File: config.mk
export PLATFORM = sky130hd
export DESIGN_NAME = sync5_serial_tx
export DESIGN_NICKNAME = d
export VERILOG_FILES = /design/src/rtl/sync5_serial_tx_pkg.sv /design/src/rtl/sync5_serial_tx_bit_tick_div.sv /design/src/rtl/sync5_serial_tx.sv
export SDC_FILE = /design/constraint.sdc
export NUM_CORES = 1
export LEC_CHECK = 0
export ABC_CLOCK_PERIOD_IN_PS = 2100
export BUFFER_PORTS_ARGS = -buffer_cell sky130_fd_sc_hd__buf_2
export CAP_MARGIN = 30
export CORE_MARGIN = 5
export CORE_UTILIZATION = 57
export CTS_BUF_LIST = sky130_fd_sc_hd__clkbuf_4 sky130_fd_sc_hd__clkbuf_8
export DETAILED_ROUTE_END_ITERATION = 7
export HOLD_SLACK_MARGIN = 0.12
export PLACE_DENSITY = 0.81
export SLEW_MARGIN = 20
export SYNTH_ARGS = -nofsm -noshare
export SYNTH_HDL_FRONTEND = slang
export SYNTH_HIERARCHICAL = 1
export SYNTH_SLANG_ARGS = --single-unit
File: constraint.sdc
create_clock -name C -period 2.1 [get_ports C]
set_input_delay 0.63 -clock C [delete_from_list [all_inputs] [get_ports C]]
set_output_delay 0.63 -clock C [all_outputs]
set_load 0.02 [all_outputs]
File: src/rtl/sync5_serial_tx_pkg.sv
// Shared definitions for the 5-bit sync-code serial link: state encodings,
// default header code and a small sizing helper.
package sync5_serial_tx_pkg;

    typedef enum logic [1:0] {
        ST_IDLE = 2'd0,
        ST_HDR  = 2'd1,
        ST_DATA = 2'd2,
        ST_PAR  = 2'd3
    } state_t;

    localparam logic [4:0]  SYNC5_DEFAULT = 5'b11100;
    localparam int unsigned HDR_LEN       = 5;

    function automatic int unsigned max_u(input int unsigned a, input int unsigned b);
        return (a > b) ? a : b;
    endfunction

endpackage

File: src/rtl/sync5_serial_tx_bit_tick_div.sv
// Bit-period divider: TICK marks the last of DIV cycles in each serial bit.
// The count is held at zero whenever EN is low so every bit starts aligned.
module sync5_serial_tx_bit_tick_div #(
    parameter int unsigned DIV = 4
) (
    input  logic C,
    input  logic CLR,
    input  logic EN,
    output logic TICK
);

    localparam int unsigned CNT_W = (DIV > 1) ? $clog2(DIV) : 1;

    logic [CNT_W-1:0] cnt;

    assign TICK = EN && (cnt == CNT_W'(DIV - 1));

    always_ff @(posedge C or posedge CLR) begin
        if (CLR) begin
            cnt <= '0;
        end else if (!EN || TICK) begin
            cnt <= '0;
        end else begin
            cnt <= cnt + CNT_W'(1);
        end
    end

endmodule

File: src/rtl/sync5_serial_tx.sv
// Serial frame transmitter: sync header (SYNC[0] first), data LSB first, then
// one parity bit. All outputs are registered; SO idles high.
module sync5_serial_tx
    import sync5_serial_tx_pkg::*;
#(
    parameter int unsigned DIV     = 4,
    parameter int unsigned WIDTH   = 5,
    parameter logic [4:0]  SYNC    = SYNC5_DEFAULT,
    parameter bit          ODD_PAR = 1'b0
) (
    input  logic             C,
    input  logic             CLR,
    input  logic [WIDTH-1:0] D,
    input  logic             DV,
    output logic             RDY,
    output logic             SO,
    output logic             BUSY,
    output logic             FRM
);

    localparam int unsigned BIT_W = max_u(3, $clog2(WIDTH));

    state_t           state;
    logic [BIT_W-1:0] bit_cnt;
    logic [WIDTH-1:0] shreg;
    logic             par;
    logic             tick;
    logic [2:0]       hdr_next;

    assign hdr_next = bit_cnt[2:0] + 3'd1;

    sync5_serial_tx_bit_tick_div #(
        .DIV (DIV)
    ) u_div (
        .C    (C),
        .CLR  (CLR),
        .EN   (state != ST_IDLE),
        .TICK (tick)
    );

    // Each branch sets SO to the value of the bit that starts on this edge.
    always_ff @(posedge C or posedge CLR) begin
        if (CLR) begin
            state   <= ST_IDLE;
            bit_cnt <= '0;
            shreg   <= '0;
            par     <= 1'b0;
            SO      <= 1'b1;
            BUSY    <= 1'b0;
            FRM     <= 1'b0;
            RDY     <= 1'b1;
        end else begin
            case (state)
                ST_IDLE: begin
                    if (DV) begin
                        state   <= ST_HDR;
                        shreg   <= D;
                        par     <= (^D) ^ ODD_PAR;
                        bit_cnt <= '0;
                        SO      <= SYNC[0];
                        BUSY    <= 1'b1;
                        FRM     <= 1'b1;
                        RDY     <= 1'b0;
                    end
                end
                ST_HDR: begin
                    if (tick) begin
                        FRM <= 1'b0;
                        if (bit_cnt == BIT_W'(HDR_LEN - 1)) begin
                            state   <= ST_DATA;
                            bit_cnt <= '0;
                            SO      <= shreg[0];
                            shreg   <= shreg >> 1;
                        end else begin
                            bit_cnt <= bit_cnt + BIT_W'(1);
                            SO      <= SYNC[hdr_next];
                        end
                    end
                end
                ST_DATA: begin
                    if (tick) begin
                        if (bit_cnt == BIT_W'(WIDTH - 1)) begin
                            state   <= ST_PAR;
                            bit_cnt <= '0;
                            SO      <= par;
                        end else begin
                            bit_cnt <= bit_cnt + BIT_W'(1);
                            SO      <= shreg[0];
                            shreg   <= shreg >> 1;
                        end
                    end
                end
                ST_PAR: begin
                    if (tick) begin
                        state <= ST_IDLE;
                        SO    <= 1'b1;
                        BUSY  <= 1'b0;
                        RDY   <= 1'b1;
                    end
                end
                default: state <= ST_IDLE;
            endcase
        end
    end

endmodule

* After elaboration in Yosys (flattened, before gate mapping)
Memories as Yosys holds them, arrays and structs flattened.
Index checks and enable logic that the tools add are counted.
** Cells by class
- $add $sub $neg :: 2
- Magnitude comparators :: 1
- Equal/unequal tests :: 13
- Mux-type cells :: 31
- Reduce and logical (&&, ||, !) cells :: 18
** Operators with widths (number)
- $mux W5 :: 5
- $pmux W5 S3 :: 1
- $mux W2 :: 7
- $reduce_and A6 Y1 :: 2
- $mux W1 :: 9
- $mux W3 :: 3
- $reduce_and A3 Y1 :: 3
- $ne A2 B1 Y1 const B :: 4
- $ne A2 B2 Y1 const B :: 4
- $pmux W2 S4 :: 1
- $reduce_bool A2 Y1 :: 4
- $eq A2 B2 Y1 const B :: 3
- $pmux W1 S2 :: 3
- $pmux W3 S2 :: 1
- $reduce_xor A5 Y1 :: 1
- $lt A3 B4 Y1 const B :: 1
- $pmux W1 S4 :: 1
- $reduce_and A4 Y1 :: 1
- $add A3 B1 Y3 const B :: 1
- $eq A3 B3 Y1 const B :: 1
- $reduce_bool A3 Y1 :: 1
- $add A2 B1 Y2 const B :: 1
- $eq A2 B1 Y1 const B :: 1
- $logic_not A2 Y1 :: 1
- other kinds (5) :: 5
** Storage, ports and cells
- Bits in registers :: 17
- Memory bits (read-only) :: 8
- Input bits :: 8
- Output and inout bits :: 4
- Logic and storage cells :: 75
- Memories :: 1
** Memory list
- (no name shown) :: words 8, bits a word 1, read ports 1, clocked after memory_dff 0, write ports 0, RTL line sync5_serial_tx.sv:76 : SO <= SYNC[hdr_next];

* Logic depth before layout (Yosys ltp)
- Depth in word-level cells :: 6
- Mapped depth :: 8
- Depth with buffers taken out :: 8

* Hierarchy
Netlist, hierarchy kept.
** By module, submodules not included
- sync5_serial_tx :: times used 1, cells an instance 88, area an instance 910.9 µm², sequential area each 377.9 µm²
- sync5_serial_tx_bit_tick_div :: times used 1, cells an instance 7, area an instance 95.1 µm², sequential area each 50.0 µm²

* Least setup slack after synthesis
Ideal clock, no wire load.
- Path type :: register to register
- Start point :: reg state[0]
- End point :: reg state[1]
- Setup time :: 125 ps
- Data arrival time :: 1687 ps
- Data required time :: 1975 ps
- Slack :: 288 ps
- Cell stages (with the launch flop) :: 8
- Buffers on the path :: 0
- Clock period less this slack :: 1812 ps
- Cell sequence :: dfrtp_1 > inv_1 > ha_1 > inv_1 > and2_2 > o21ai_1 > a21o_1 > mux2_2
** On the way
- Cells in the longest elaborated chain, start to end :: 4
- Elaborated cells between the ends (all ways) :: 14
- Classes of those cells :: 9 x eq/ne; 1 x mux; 4 x reduce/logical
** RTL lines
- start, declared :: RTL line sync5_serial_tx.sv:23 : state_t state;
- start signal, assigned :: RTL line sync5_serial_tx.sv:44 : state <= ST_IDLE;
- start signal, assigned :: RTL line sync5_serial_tx.sv:56 : state <= ST_HDR;
- start signal, assigned :: RTL line sync5_serial_tx.sv:70 : state <= ST_DATA;
- $reduce_bool A2 Y1 (*) :: RTL line sync5_serial_tx.sv:37 : .EN (state != ST_IDLE),
- $logic_and A1 B1 Y1 (*) :: RTL line sync5_serial_tx_bit_tick_div.sv:16 : assign TICK = EN && (cnt == CNT_W'(DIV - 1));
- named net tick :: RTL line sync5_serial_tx.sv:27 : logic tick;
- $ne A2 B1 Y1 (no line)
- $reduce_and A6 Y1 (no line) (*)
The timed path passes the listed nets; every way through them passes the cells marked *.
A chain may end at the register's enable or synchronous reset.

* Worst setup path after layout
Ends and elaborated chain as after synthesis.

==> flow_summary.yaml <==
clock_tree:
  clk_pin_slew_ns: 0.09
  cts_buffers: 3
  cts_sinks: 17
  hold_buffers: 0
  cts_tree: "done"
  insertion_delay_ns: 0.29
  post_cts_resize_count: 0
  cts_max_path_buffers: 2
  cts_root_buffer: "clkbuf_4"
  htreeDepth: 1
  cts_setup_buffers: 0
synth:
  syn_area_per_cell_um2: 10.6
  ys_seq_elements: 17
  yosys_warnings: 6
  synth_nets: 111
  synth-async-reset-ratio_pct: 100
  synth-main-ff-cell: "dfrtp_1"
  seq_area_frac_synth_pct: 42.5
  synth_edf_count: 0
  ys_types: 33
  syn_area_um2: 1010
  synth_cells: 95
pwr:
  p_clk_share_pct: 11.4
  leakagePower_nw: 0.540
  power_density_nw_per_um2: 1490
  comb_power_share_pct: 56.3
  p_int_w: 0.00102
  netSwitchingPower_w: 0.000655
  ir_drop_mv: 0.934
  p_sw_share_pct: 39.2
  pwr-share-seq_pct: 32.3
flow_run:
  drv_cap: 0
worst_setup_path:
  path_class: "register to register"
  cp.depth: 7
  cp_num_buf_inv: 2
  cp_cell_sequence: "inv_1, ha_1, inv_1, and2_2, o21ai_1, a21o_1, mux2_2"
  cp_top_family: "compound AO/OA/AOI/OAI gates"
  crit_slowest_cell: "dfrtp_1"
  worstSetupStartpointType: "register"
  rr_worst_depth: 7
  crit_path_max_fanout: 7
  max_stage_delay_ns: 0.42
  crit_top_cell: "inv_1"
  worstSetupStartpoint: "state[0]"
  crit_arrival_ns: 2.07
  r2r_start: "state[0]"
  worstPathRequired_ns: 2.28
  end_kind: "register"
timing:
  fin_ws_ns: 0.214
  fin_crit_sh_pct: 89.8
  relSlewSlack_pct: 60.8
  finalHoldViolations: 0
  grt_setup_unrepaired: "false"
  worstMarginPinSlew_ns: 0.588
  tns_ns: 0
  fin_skew_ns: 0.00440
  fmax_mhz: 530
  setup-violations-final: 0
  drv_slew: 0
  fin_crit_ns: 1.89
grt:
  grt_overflow: 0
  antenna_found_initial: 0
  grt_first_pass_wirelength_um: 2980
  grt_max_degree: 16
  grt_pass1_vias: 696
  grtUsageTotal_pct: 15.5
route:
  drt_iter0_markers: 15
  postRouteAntennaNets: 0
  drt_pre_antenna_iters: 4
  routed_via_density: 5.41
  post-route-drc-count: 0
  vias: 731
  drt-total-wl_um: 1740
  wire_per_inst_um: 12.9
floorplanning:
  boundaryPins: 12
  die_h_um: 52.0
  initial_utilization_pct: 58.9
  core_area_um2: 1710
  die_area_um2: 2710
  rows: 15
  die_w_um: 52.0
layout:
  layout_common_cells: "dfrtp_1 (15), mux2_2 (11), buf_2 (11)"
  nNetsFinal: 127
  drive_above_1_share_pct: 30.9
  num_antenna_cells: 0
  finalNonFillerCells: 135
  layout_commonest_cell: "dfrtp_1"
  areaGrowthSynthToFinish_pct: 11.9
placed_design:
  routabilityCongestion: 0.806
  post-place-cells: 131
  hpwl_um: 1370
  io_buffers: 11
  dp_worst_setup_slack_ns: 0.237
run_status:
  status: "finished clean"
hold_path:
  hp-class: "primary input to async pin"
stage by stage:
stage | utilization, % | total power, W | hold WS, ns | instance area [µm²]
4_1_cts | 65.9 | 0.00169 | 0.173 | 1130
3_5_place_dp | 64.2 | 0.00150 | 0.457 | 1100
2_1_floorplan | - | 0.00129 | 0.371 | 1010
6_report | 65.9 | 0.00167 | 0.180 | 1130
3_3_place_gp | 64.2 | 0.00146 | 0.439 | 1100
5_1_grt | 65.9 | 0.00182 | 0.177 | 1130
power by group through the flow:
stage                     registers, W  clock network, W  logic (W)
after global routing          0.000559          0.000210    0.00105
after floorplan               0.000551                 0   0.000742
after CTS                     0.000541          0.000194   0.000951
after global placement        0.000537                 0   0.000918
final                         0.000540          0.000191   0.000941
after detailed placement      0.000548                 0   0.000951
layer usage:
layer  global-route usage [%]  share of wire [%]  wire length, µm  vias up
li1                         -                  -                -      363
met1                     18.2                 45              790      355
met2                     24.7                 48              840        9
met3                     3.72                3.3               58        4
met4                     10.5                2.9               51        0
met5                        0                  0                0        -
final timing paths:
kind | slack, ns | end
max | 0.21 | state[1]
min | 0.18 | u_div/cnt[0]
max reg2reg | 0.21 | state[1]
min reg2reg | 0.47 | u_div/cnt[0]
max in group asynchronous | 1.32 | state[0]
min in group C | 0.47 | u_div/cnt[0]
cell type report:
cell class	count	area, µm²
tap	25	31.3
multi-input combinational	68	541
timing repair buffer	12	62.6
sequential	17	428
inverter	9	33.8
clock buffer	4	30.0
fill	133	582
synth_stat cells, types with 2 or more instances:
cell type,number,share of area (%)
a21o_1,2,1.5
a21oi_1,6,3.0
dfrtp_1,15,37
dfstp_2,2,5.2
ha_1,8,10
inv_1,9,3.4
mux2_2,11,12
mux2i_1,2,2.0
nand2_1,7,2.6
nand4_1,2,1.2
nor2_1,2,0.75
nor3_1,2,1.0
o21ai_0,5,2.5
xnor2_1,3,2.6
cell families (layout without fill, tap and decap cells):
group | count (synthesis) | count (layout) | synth area share, %
adder cells (fa/ha/maj) | 8 | 8 | 9.95
buffers and inverters | 10 | 25 | 3.73
AO/OA/AOI/OAI | 21 | 21 | 12.8
multiplexers | 13 | 13 | 14.3
XOR/XNOR | 4 | 4 | 3.48
flip-flops | 17 | 17 | 42.5
AND/OR/NAND/NOR | 22 | 22 | 13.2
state kept, by name (all words and copies together) (netlist names):
name / flops
FRM: 1
RDY: 1
bit_cnt: 3
u_div/cnt: 2
par: 1
shreg: 5
BUSY: 1
state: 2
SO: 1
No activity file was read; power rests on OpenSTA's default activity.
